`src/rtl/uart_pkg.sv`:
```
// Shared defaults and drain-FSM encoding for the UART receive FIFO.
package uart_pkg;

    localparam int DWL_DEF   = 8;
    localparam int DEPTH_DEF = 16;

    typedef enum logic [1:0] {
        ST_IDLE      = 2'd0,
        ST_LOAD      = 2'd1,
        ST_WAIT_DONE = 2'd2
    } drain_state_e;

endpackage

```
`src/rtl/uart_fifo_mem.sv`:
```
// FIFO storage: DEPTH x DWL register array, synchronous write, asynchronous read.
module uart_fifo_mem #(
    parameter int DWL   = 8,
    parameter int DEPTH = 16,
    parameter int AW    = $clog2(DEPTH)
) (
    input  logic           CLK,
    input  logic           we_i,
    input  logic [AW-1:0]  waddr_i,
    input  logic [DWL-1:0] wdata_i,
    input  logic [AW-1:0]  raddr_i,
    output logic [DWL-1:0] rdata_o
);

    logic [DWL-1:0] mem_q [DEPTH];

    // Storage is deliberately left unreset; occupancy is tracked by the pointers.
    always_ff @(posedge CLK) begin
        if (we_i) begin
            mem_q[waddr_i] <= wdata_i;
        end
    end

    assign rdata_o = mem_q[raddr_i];

endmodule

```
`src/rtl/uart_rx_fifo.sv`:
```
// Receive FIFO between a UART receiver and transmitter, with a drain FSM
// that hands bytes to the transmitter one at a time.
//
// state        | meaning
// ST_IDLE      | waiting for a stored byte and an idle transmitter
// ST_LOAD      | TX_WE high, TX_DATA held until the transmitter reports busy
// ST_WAIT_DONE | byte popped, waiting for the transmitter to finish
module uart_rx_fifo
    import uart_pkg::*;
#(
    parameter int DWL   = DWL_DEF,
    parameter int DEPTH = DEPTH_DEF
) (
    input  logic                     CLK,
    input  logic                     RST,
    input  logic                     WR_STB,
    input  logic [DWL-1:0]           WR_DATA,
    input  logic                     TX_BUSY,
    output logic                     TX_WE,
    output logic [DWL-1:0]           TX_DATA,
    input  logic                     CLR_OVR,
    output logic                     FULL,
    output logic                     EMPTY,
    output logic [$clog2(DEPTH):0]   COUNT,
    output logic                     OVERRUN
);

    localparam int AW = $clog2(DEPTH);

    drain_state_e   state_q, state_d;
    logic [AW-1:0]  wr_ptr_q, wr_ptr_d;
    logic [AW-1:0]  rd_ptr_q, rd_ptr_d;
    logic [AW:0]    count_q, count_d;
    logic           ovr_q, ovr_d;
    logic [DWL-1:0] tx_data_q, tx_data_d;
    logic [DWL-1:0] rd_data;
    logic           full, empty, pop, wr_en;

    assign full  = (count_q == (AW+1)'(DEPTH));
    assign empty = (count_q == '0);
    assign pop   = (state_q == ST_LOAD) && TX_BUSY;
    // A pop in the same cycle frees a slot, so a full FIFO can still accept.
    assign wr_en = WR_STB && (!full || pop);

    uart_fifo_mem #(
        .DWL   (DWL),
        .DEPTH (DEPTH),
        .AW    (AW)
    ) u_mem (
        .CLK     (CLK),
        .we_i    (wr_en),
        .waddr_i (wr_ptr_q),
        .wdata_i (WR_DATA),
        .raddr_i (rd_ptr_q),
        .rdata_o (rd_data)
    );

    always_comb begin
        state_d   = state_q;
        tx_data_d = tx_data_q;
        case (state_q)
            ST_IDLE: begin
                if (!empty && !TX_BUSY) begin
                    state_d   = ST_LOAD;
                    tx_data_d = rd_data;
                end
            end
            ST_LOAD: begin
                if (TX_BUSY) begin
                    state_d = ST_WAIT_DONE;
                end
            end
            ST_WAIT_DONE: begin
                if (!TX_BUSY) begin
                    state_d = ST_IDLE;
                end
            end
            default: state_d = ST_IDLE;
        endcase
    end

    always_comb begin
        wr_ptr_d = wr_en ? wr_ptr_q + AW'(1) : wr_ptr_q;
        rd_ptr_d = pop   ? rd_ptr_q + AW'(1) : rd_ptr_q;
        count_d  = count_q;
        case ({wr_en, pop})
            2'b10:   count_d = count_q + (AW+1)'(1);
            2'b01:   count_d = count_q - (AW+1)'(1);
            default: count_d = count_q;
        endcase
        ovr_d = ovr_q;
        if (WR_STB && full && !pop) begin
            ovr_d = 1'b1;
        end else if (CLR_OVR) begin
            ovr_d = 1'b0;
        end
    end

    always_ff @(posedge CLK or posedge RST) begin
        if (RST) begin
            state_q   <= ST_IDLE;
            wr_ptr_q  <= '0;
            rd_ptr_q  <= '0;
            count_q   <= '0;
            ovr_q     <= 1'b0;
            tx_data_q <= '0;
        end else begin
            state_q   <= state_d;
            wr_ptr_q  <= wr_ptr_d;
            rd_ptr_q  <= rd_ptr_d;
            count_q   <= count_d;
            ovr_q     <= ovr_d;
            tx_data_q <= tx_data_d;
        end
    end

    assign TX_WE   = (state_q == ST_LOAD);
    assign TX_DATA = tx_data_q;
    assign FULL    = full;
    assign EMPTY   = empty;
    assign COUNT   = count_q;
    assign OVERRUN = ovr_q;

endmodule

```
`config.mk`:
```
export PLATFORM = sky130hd
export DESIGN_NAME = uart_rx_fifo
export DESIGN_NICKNAME = d
export VERILOG_FILES = /design/src/rtl/uart_pkg.sv /design/src/rtl/uart_fifo_mem.sv /design/src/rtl/uart_rx_fifo.sv
export SDC_FILE = /design/constraint.sdc
export NUM_CORES = 1
export LEC_CHECK = 0
export BUFFER_PORTS_ARGS = -buffer_cell sky130_fd_sc_hd__buf_2
export CAP_MARGIN = 20
export CORE_AREA = 3 3 108 110
export CTS_BUF_LIST = sky130_fd_sc_hd__clkbuf_4
export CTS_CLUSTER_DIAMETER = 120
export DETAILED_ROUTE_END_ITERATION = 7
export DIE_AREA = 0 0 111 113
export PLACE_DENSITY = 0.81
export SLEW_MARGIN = 20
export SYNTH_ARGS = -nofsm -noshare
export SYNTH_HDL_FRONTEND = slang
export SYNTH_SLANG_ARGS = --single-unit
```
`constraint.sdc`:
```
create_clock -name CLK -period 2.2 [get_ports CLK]
set_input_delay 0.11 -clock CLK [delete_from_list [all_inputs] [get_ports CLK]]
set_output_delay 0.11 -clock CLK [all_outputs]
set_load 0.01 [all_outputs]
```
### Word level (Yosys, flattened, before mapping)

Memory sizes are Yosys's and may differ from the RTL's. A register that Yosys moved wholly into a read port is not among the register bits.
Cells that the tools add are included.

* memories: 1
* output and inout bits: 17
* word-level logic and storage cells: 43
* bits in writable memories: 128
* register bits: 16
* input port bits: 13

* eq/ne operators: 8
* mux-type cells: 9
* reductions and logical operators: 16
* add/subtract/negate cells: 4

Memory list
* u_mem.mem_q: depth 16, bits a word 8, rd ports 1, clocked after Yosys merged registers in 1, wr ports 1, line uart_fifo_mem.sv:15 `logic [DWL-1:0] mem_q [DEPTH];`

Operators with widths (count)
* $pmux 5 s2: 1
* $add 4x1->4 const B: 2
* $mux 2: 3
* $ne 2x2->1 const B: 3
* $pmux 2 s3: 1
* $add 5x1->5 const B: 1
* $eq 5x5->1 const B: 1
* $logic_and 1x1->1: 5
* $logic_not 5->1: 1
* $sub 5x1->5 const B: 1
* $eq 2x1->1 const B: 2
* $eq 2x2->1 const B: 2
* $logic_not 1->1: 4
* $mux 1: 4
* $reduce_bool 2->1: 2
* $reduce_and 3->1: 1
* $logic_not 2->1: 1
* $reduce_and 2->1: 1
* $logic_or 1x1->1: 1

### Logic depth before layout (Yosys ltp)

Gate-level depths: netlist (run 1).

* depth in word-level cells: 6
* mapped depth: 8
* depth with buffers taken out: 8

### Hierarchy

A second synthesis (run 1) with hierarchy kept.

* cell total of the unflattened synthesis: 309
* area total of the unflattened synthesis: 6118.4 um^2

Modules (own cells, without submodules)
* uart_fifo_mem: seq. area each 3843.7 um^2, cells an instance 221, area each 4987.3 um^2, instances 1
* uart_rx_fifo: seq. area each 600.6 um^2, cells an instance 88, area each 1131.1 um^2, instances 1

### Worst setup path after synthesis (run 1)

No wires, ideal clock.

* kind: reg-to-reg
* start: register state_q[1]
* end: memory u_mem.mem_q[3][0], enable pin
* cell stages (with the launch flop): 5
* arrival time: 1.880 ns
* period minus slack after synthesis: 2.263 ns
* slack: -0.063 ns
* cell sequence: dfrtp_1 -> nand3b_1 -> a31oi_2 -> nand2_1 -> nor3_1

* longest elaborated chain between the ends: 6

RTL lines
* start: declaration: line uart_rx_fifo.sv:30 `drain_state_e state_q, state_d;`
* start signal: assignment: line uart_rx_fifo.sv:108 `state_q <= state_d;`
* $eq 2x1->1: line uart_rx_fifo.sv:41 `assign pop = (state_q == ST_LOAD) && TX_BUSY;`
* $logic_and 1x1->1: line uart_rx_fifo.sv:41
* $logic_or 1x1->1: line uart_rx_fifo.sv:43 `assign wr_en = WR_STB && (!full || pop);`
* $logic_and 1x1->1: line uart_rx_fifo.sv:43
* $mux 1: line uart_fifo_mem.sv:19 `if (we_i) begin`
* $mux 1 (implied by the code): line uart_fifo_mem.sv:20 `mem_q[waddr_i] <= wdata_i;`
* end: declaration: line uart_fifo_mem.sv:15

Every way passes these cells.

### Worst setup path in the final report (run 1)

* start: register state_q[1]
* end: memory u_mem.mem_q[11][1], enable pin

The elaborated chain is that of the path after synthesis.

==> impl_metrics.xml, run 1 <==
<?xml version="1.0" encoding="UTF-8"?>
<metrics>
  <group name="timing">
    <metric name="report.final.hold_viol_count" unit="">0</metric>
    <metric name="worst_hold_slack" unit="ns">0.320</metric>
    <metric name="setup_slack" unit="ns">0.0719</metric>
    <metric name="report.final.setup_viol" unit="">0</metric>
    <metric name="timing.setup.tns" unit="ns">0</metric>
    <metric name="report.final.slew_viol_count" unit="">0</metric>
    <metric name="timing.fmax" unit="MHz">470</metric>
    <metric name="max_slew.worst_pin.slew" unit="ns">0.921</metric>
    <metric name="min_period" unit="ns">2.13</metric>
    <metric name="rsz0062_at_grt" unit="">yes</metric>
    <metric name="skew" unit="ns">0.0233</metric>
    <metric name="max-slew-margin-rel" unit="%">38.5</metric>
    <metric name="final_min_period_over_clock_period" unit="%">96.7</metric>
  </group>
  <group name="power">
    <metric name="cellInternalPower" unit="mW">5.71</metric>
    <metric name="power_per_cell_area" unit="mW/mm2">1200</metric>
    <metric name="share_comb_of_total_power" unit="%">31.7</metric>
    <metric name="vdd_ir_drop_max" unit="V">0.000666</metric>
    <metric name="switching_share" unit="%">31.6</metric>
    <metric name="p_leak" unit="nW">2.45</metric>
    <metric name="power.clock.fraction" unit="%">20.7</metric>
    <metric name="p_sw" unit="mW">2.64</metric>
    <metric name="seq_power_share" unit="%">47.6</metric>
  </group>
  <group name="critical_path">
    <metric name="timing.critical_path.from_type" unit="">register</metric>
    <metric name="criticalPathCategory" unit="">reg -&gt; reg</metric>
    <metric name="worst-path-max-fanout" unit="">8</metric>
    <metric name="critPathArrivalTime" unit="ns">2.35</metric>
    <metric name="timing.critical_path.required" unit="ns">2.43</metric>
    <metric name="critPathCaptureType" unit="">register</metric>
  </group>
  <group name="grt">
    <metric name="antenna_violations_before_repair" unit="">0</metric>
    <metric name="grt_pass1_wl" unit="um">18500</metric>
    <metric name="grt.overflow.total" unit="">0</metric>
    <metric name="pin_count_of_the_biggest_net_entering_global_routing" unit="">34</metric>
    <metric name="groute.usage.overall" unit="%">20.2</metric>
    <metric name="vias_in_the_first_global_route" unit="">3287</metric>
  </group>
  <group name="clocking">
    <metric name="insertion_delay_to_the_later_sink_of_the_worst_skew_pair" unit="ns">0.52</metric>
    <metric name="cts_buffers" unit="">17</metric>
    <metric name="cts.reportedPaths.clkPinSlew" unit="ns">0.13</metric>
    <metric name="postCtsSetupBuffers" unit="">0</metric>
    <metric name="cts_max_path_buffers" unit="">2</metric>
    <metric name="cts_tree" unit="">built</metric>
    <metric name="clkSinkCount" unit="">152</metric>
    <metric name="ctsRootBufferMaster" unit="">sky130_fd_sc_hd__clkbuf_4</metric>
    <metric name="htree_levels" unit="">4</metric>
  </group>
  <group name="synth">
    <metric name="synth_largest_area_cell" unit="">sky130_fd_sc_hd__edfxtp_1</metric>
    <metric name="synth-warning-count" unit="">0</metric>
    <metric name="synth-edff-count" unit="">128</metric>
    <metric name="synth_cell_types" unit="">41</metric>
    <metric name="synth_area" unit="mm2">0.00611</metric>
    <metric name="synth-seq-area-share" unit="%">72.7</metric>
    <metric name="yosys-top-cells-area" unit="">sky130_fd_sc_hd__edfxtp_1, sky130_fd_sc_hd__dfrtp_1, sky130_fd_sc_hd__mux4_2, sky130_fd_sc_hd__mux4_1, sky130_fd_sc_hd__o22ai_1</metric>
    <metric name="synthesis.nets" unit="">337</metric>
    <metric name="primary_flip_flop_cell_chosen_by_synthesis_mapping" unit="">sky130_fd_sc_hd__edfxtp_1</metric>
    <metric name="yosys.area.top_type_share" unit="%">62.9</metric>
    <metric name="synth.avg_cell_area" unit="um2">19.2</metric>
    <metric name="synthCells" unit="">318</metric>
    <metric name="postSynth.asyncResetShare" unit="%">15.8</metric>
    <metric name="synth_seq_cells" unit="">152</metric>
  </group>
  <group name="placement">
    <metric name="pre_cts_slack" unit="ns">0.102</metric>
    <metric name="gpl.final_weighted_congestion" unit="">0.797</metric>
    <metric name="placed_cells" unit="">492</metric>
    <metric name="port_buffer_cells" unit="">29</metric>
    <metric name="dp.final_hpwl" unit="um">7460</metric>
    <metric name="detailed_place.area" unit="mm2">0.00654</metric>
  </group>
  <group name="detailed_routing">
    <metric name="via_per_inst" unit="">5.92</metric>
    <metric name="firstDrtPassIters" unit="">6</metric>
    <metric name="routedWlPerCell" unit="um">21.8</metric>
    <metric name="drtAntennaViolNets" unit="">0</metric>
    <metric name="vias" unit="">3181</metric>
    <metric name="final_wirelength" unit="um">11700</metric>
    <metric name="route.detailed.drc" unit="">0</metric>
    <metric name="drt_first_iter_violations" unit="">246</metric>
  </group>
  <group name="cells_and_area">
    <metric name="number_of_filler_instances_in_the_final_layout" unit="">730</metric>
    <metric name="num-nets-final" unit="">403</metric>
    <metric name="instances_no_fill" unit="">537</metric>
    <metric name="stdcell_area" unit="mm2">0.00696</metric>
    <metric name="layout_commonest_cell" unit="">sky130_fd_sc_hd__edfxtp_1</metric>
    <metric name="layout-drive-gt1-share" unit="%">30.2</metric>
    <metric name="syn_to_final_growth" unit="%">13.9</metric>
    <metric name="antenna-diode-count" unit="">0</metric>
    <metric name="highest_count_cells_in_the_layout_ignoring_fill_and_taps" unit="">sky130_fd_sc_hd__edfxtp_1, sky130_fd_sc_hd__buf_2, sky130_fd_sc_hd__dfrtp_1</metric>
  </group>
  <group name="floorplan">
    <metric name="floorplan_core_area" unit="mm2">0.0108</metric>
    <metric name="placement_rows" unit="">38</metric>
    <metric name="ioPinCount" unit="">30</metric>
    <metric name="initial_core_util" unit="%">56.6</metric>
    <metric name="die-area" unit="mm2">0.0125</metric>
    <metric name="die_h" unit="um">113</metric>
    <metric name="die_x" unit="um">111</metric>
  </group>
  <group name="flow_run">
    <metric name="drv.max_cap_violation_count" unit="">0</metric>
  </group>
  <group name="hold_path">
    <metric name="min-delay-path-class" unit="">in -&gt; async</metric>
  </group>
  <group name="outcome">
    <metric name="outcome" unit="">complete, no violations</metric>
  </group>
</metrics>
metal layers:
layer / vias up / GRT usage [%] / part of all wire [%]
li1: 1414 / - / -
met1: 1627 / 26.6 / 41
met2: 120 / 33.0 / 51
met3: 20 / 4.12 / 6.2
met4: 0 / 9.20 / 2.2
met5: - / 0 / 0
power groups by stage:
stage	Clock [mW]	Sequential, mW	Combinational [mW]
after floorplan	0	3.88	1.96
after global placement	0	3.99	2.56
after detailed placement	0	4.03	2.66
after CTS	1.78	3.97	2.69
after global routing	1.90	4.03	2.88
final	1.73	3.97	2.65
worst max-delay path, stage by stage (launching register included):
cell	delay (ns)
sky130_fd_sc_hd__dfrtp_1	0.45
sky130_fd_sc_hd__nand3b_1	0.26
sky130_fd_sc_hd__a31oi_2	0.46
sky130_fd_sc_hd__nand2_1	0.28
sky130_fd_sc_hd__nor2_1	0.19
sky130_fd_sc_hd__buf_4	0.21
flip-flops by register name (all words and copies together) (netlist names):
register / cells
u_mem.mem_q: 128
TX_DATA: 8
COUNT: 5
rd_ptr_q: 4
wr_ptr_q: 4
state_q: 2
OVERRUN: 1
cell type report:
cell class              instances  area, um2  share of cell area, %
well taps                     140        175                   2.52
inverters                       8       30.0                  0.431
clock inverters                11        133                   1.91
multi-input cells             142       1550                   22.2
flip-flops and latches        152       4450                   63.9
clock buffers                  21        158                   2.27
repair buffers                 63        470                   6.76
path summary, 6_finish.rpt:
check	start	end	slack, ns	depth (start not counted)
max in group asynchronous	RST	rd_ptr_q[0]	1.27	3
worst max register to register	state_q[1]	u_mem.mem_q[11][1]	0.07	5
worst min-delay path	RST	COUNT[0]	0.32	3
min in group CLK	TX_BUSY	state_q[1]	0.41	4
worst min register to register	TX_DATA[7]	TX_DATA[7]	0.60	2
worst max-delay path	state_q[1]	u_mem.mem_q[11][1]	0.07	5
logic make-up (layout without fill, tap and decap cells):
family,Yosys count,count (layout),share of synthesized area [%]
fa+ha+maj,6,6,1.23
flops,152,152,72.7
xor+xnor,12,12,1.72
mux,41,41,14.2
simple gates,48,48,3.87
compound gates,35,35,3.93
buf+inv,24,103,2.29
stage by stage:
step           utilization [%]  total power, mW
2_1_floorplan                -             5.84
4_1_cts                   64.5             8.44
3_3_place_gp              60.6             6.55
3_5_place_dp              60.6             6.69
6_report                  64.5             8.35
5_1_grt                   64.5             8.81
synth_stat cells, drive strengths merged (2+ instances only):
cell	count
buf	9
nand2b	3
mux2	9
nand4	2
inv	8
o22ai	17
nor3	6
nor4	2
dfrtp	24
a21oi	9
mux4	32
nor2	16
xnor2	9
clkbuf	6
nand2	12
ha	6
edfxtp	128
o21ai	2
xor2	3
what timing repair did:
item | CTS | global route
endpoints found under the setup margin | 0 | 21
hold buffers | 13 | 0
endpoints found under the hold margin | 159 | 0
resized for setup | 0 | 0
(Power assumes the default switching activity.)
==> run 2, diff against run 1 <==
- REMOVE_ABC_BUFFERS: unset -> 1
==> impl_metrics.xml, run 2 (synthesis gave the netlist of run 1 again) <==
<?xml version="1.0" encoding="UTF-8"?>
<metrics>
  <group name="placement">
    <metric name="gpl.final_weighted_congestion" unit="">0.798</metric>
    <metric name="port_buffer_cells" unit="">29</metric>
    <metric name="detailed_place.area" unit="mm2">0.00651</metric>
    <metric name="dp.final_hpwl" unit="um">7670</metric>
    <metric name="pre_cts_slack" unit="ns">0.174</metric>
  </group>
  <group name="critical_path">
    <metric name="critPathArrivalTime" unit="ns">2.31</metric>
    <metric name="critPathCaptureType" unit="">register</metric>
    <metric name="criticalPathCategory" unit="">reg -&gt; reg</metric>
    <metric name="r2r_cells" unit="">5</metric>
    <metric name="r2r_end" unit="">u_mem.mem_q[3][6]</metric>
    <metric name="timing.reg2reg.setup_slack" unit="ns">0.11</metric>
    <metric name="timing.critical_path.from_type" unit="">register</metric>
    <metric name="worst-path-max-fanout" unit="">8</metric>
    <metric name="crit_path_end" unit="">u_mem.mem_q[3][6]</metric>
    <metric name="crit_start" unit="">state_q[1]</metric>
    <metric name="r2r-start" unit="">state_q[1]</metric>
    <metric name="timing.critical_path.required" unit="ns">2.43</metric>
  </group>
  <group name="floorplan">
    <metric name="initial_core_util" unit="%">56.6</metric>
    <metric name="die-area" unit="mm2">0.0125</metric>
    <metric name="die_x" unit="um">111</metric>
    <metric name="die_h" unit="um">113</metric>
    <metric name="floorplan_core_area" unit="mm2">0.0108</metric>
    <metric name="ioPinCount" unit="">30</metric>
    <metric name="placement_rows" unit="">38</metric>
  </group>
  <group name="cells_and_area">
    <metric name="layout-drive-gt1-share" unit="%">29.5</metric>
    <metric name="highest_count_cells_in_the_layout_ignoring_fill_and_taps" unit="">sky130_fd_sc_hd__edfxtp_1, sky130_fd_sc_hd__buf_2, sky130_fd_sc_hd__dfrtp_1</metric>
    <metric name="largest_register" unit="">u_mem.mem_q</metric>
    <metric name="layout_commonest_cell" unit="">sky130_fd_sc_hd__edfxtp_1</metric>
    <metric name="antenna-diode-count" unit="">0</metric>
    <metric name="syn_to_final_growth" unit="%">14.3</metric>
    <metric name="max_ffs_per_register" unit="">128</metric>
    <metric name="stdcell_area" unit="mm2">0.00699</metric>
    <metric name="num-nets-final" unit="">403</metric>
  </group>
  <group name="clocking">
    <metric name="cts_max_path_buffers" unit="">2</metric>
    <metric name="cts.reportedPaths.clkPinSlew" unit="ns">0.12</metric>
    <metric name="htree_levels" unit="">4</metric>
    <metric name="cts_tree" unit="">built</metric>
    <metric name="clkSinkCount" unit="">152</metric>
    <metric name="postCtsSetupBuffers" unit="">0</metric>
    <metric name="insertion_delay_to_the_later_sink_of_the_worst_skew_pair" unit="ns">0.52</metric>
    <metric name="cts_buffers" unit="">17</metric>
    <metric name="ctsRootBufferMaster" unit="">sky130_fd_sc_hd__clkbuf_4</metric>
  </group>
  <group name="timing">
    <metric name="worst_hold_slack" unit="ns">0.184</metric>
    <metric name="final_min_period_over_clock_period" unit="%">94.8</metric>
    <metric name="report.final.slew_viol_count" unit="">0</metric>
    <metric name="report.final.setup_viol" unit="">0</metric>
    <metric name="timing.setup.tns" unit="ns">0</metric>
    <metric name="max_slew.worst_pin.slew" unit="ns">0.493</metric>
    <metric name="max-slew-margin-rel" unit="%">67.1</metric>
    <metric name="rsz0062_at_grt" unit="">yes</metric>
    <metric name="skew" unit="ns">0.0170</metric>
    <metric name="min_period" unit="ns">2.09</metric>
    <metric name="report.final.hold_viol_count" unit="">0</metric>
    <metric name="timing.fmax" unit="MHz">479</metric>
    <metric name="setup_slack" unit="ns">0.114</metric>
  </group>
  <group name="detailed_routing">
    <metric name="route.detailed.drc" unit="">0</metric>
    <metric name="via_per_inst" unit="">5.96</metric>
    <metric name="vias" unit="">3201</metric>
    <metric name="drtAntennaViolNets" unit="">0</metric>
    <metric name="firstDrtPassIters" unit="">5</metric>
    <metric name="final_wirelength" unit="um">11900</metric>
    <metric name="routedWlPerCell" unit="um">22.2</metric>
    <metric name="drt_first_iter_violations" unit="">320</metric>
  </group>
  <group name="grt">
    <metric name="antenna_violations_before_repair" unit="">0</metric>
    <metric name="top_usage_layer" unit="">met2</metric>
    <metric name="grt.overflow.total" unit="">0</metric>
    <metric name="grt_util_met2" unit="%">34.5</metric>
    <metric name="pin_count_of_the_biggest_net_entering_global_routing" unit="">36</metric>
    <metric name="grt_pass1_wl" unit="um">18900</metric>
    <metric name="grt.met3_usage" unit="%">6.79</metric>
    <metric name="groute.usage.overall" unit="%">20.6</metric>
    <metric name="vias_in_the_first_global_route" unit="">3329</metric>
    <metric name="globalRouteMet1Util" unit="%">25.8</metric>
  </group>
  <group name="hold_path">
    <metric name="min-delay-path-class" unit="">in -&gt; async</metric>
  </group>
  <group name="outcome">
    <metric name="outcome" unit="">complete, no violations</metric>
  </group>
  <group name="power">
    <metric name="vdd_ir_drop_max" unit="V">0.00113</metric>
    <metric name="p_leak" unit="nW">2.45</metric>
    <metric name="design_power_total" unit="mW">8.55</metric>
    <metric name="power_per_cell_area" unit="mW/mm2">1220</metric>
  </group>
  <group name="flow_run">
    <metric name="drv.max_cap_violation_count" unit="">0</metric>
  </group>
</metrics>
run 2: cell count changes in the layout (fill, tap and decap cells not counted), sizes merged:
cell,previous run,this run
inv,8,10
clkinv,8,2
clkinvlp,0,3
clkbuf,21,20
bufinv,3,5
run 2: layout make-up:
type,count,area (um2)
Clock buffer,20,150
Clock inverter,12,199
Fill cell,700,3800
Inverter,8,30.0
Multi-Input combinational cell,142,1530
Sequential cell,152,4450
Tap cell,140,175
Timing Repair Buffer,63,458
run 2: routing by layer:
| layer | up-vias | wire length, um | share of wire [%] |
|---|---|---|---|
| met1 | 1657 | 4670 | 39 |
| met5 | - | 0 | 0 |
| met4 | 0 | 111 | 0.93 |
| met3 | 9 | 768 | 6.4 |
| met2 | 113 | 6370 | 53 |
| li1 | 1422 | - | - |
run 2: per-stage QoR:
step	std cells	utilization (%)
floorplan	302	-
global placement	492	60.3
detailed placement	492	60.3
CTS	537	64.7
global route	537	64.7
finish	537	64.7
run 2: repair_timing:
item,CTS,global route
setup endpoints to repair,0,15
hold buffers,13,0
gates resized for setup,0,1
endpoints found under the hold margin,156,0
run 2: worst min-delay path by stage:
stage,start,end,slack (ns)
6_report,RST,OVERRUN,0.18
2_1_floorplan,RST,COUNT[0],0.12
4_1_cts,RST,OVERRUN,0.13
5_1_grt,RST,TX_DATA[1],0.15
3_5_place_dp,RST,TX_DATA[1],0.19
3_3_place_gp,RST,TX_DATA[7],0.17
run 2: critical path, cell delays in order, from the launching register on:
cell and delay [ns]:
sky130_fd_sc_hd__dfrtp_1 0.44, sky130_fd_sc_hd__nand3b_1 0.25, sky130_fd_sc_hd__a31oi_2 0.47, sky130_fd_sc_hd__nand2_1 0.25, sky130_fd_sc_hd__nor3_1 0.19, sky130_fd_sc_hd__buf_4 0.21
run 2: power by group:
group          switching [mW]  leakage [nW]  total (mW)  internal, mW
combinational            1.34         0.831        2.61          1.27
sequential              0.366          1.44        3.95          3.58
clock                   0.938         0.178        1.99          1.06
total                    2.65          2.45        8.55          5.90
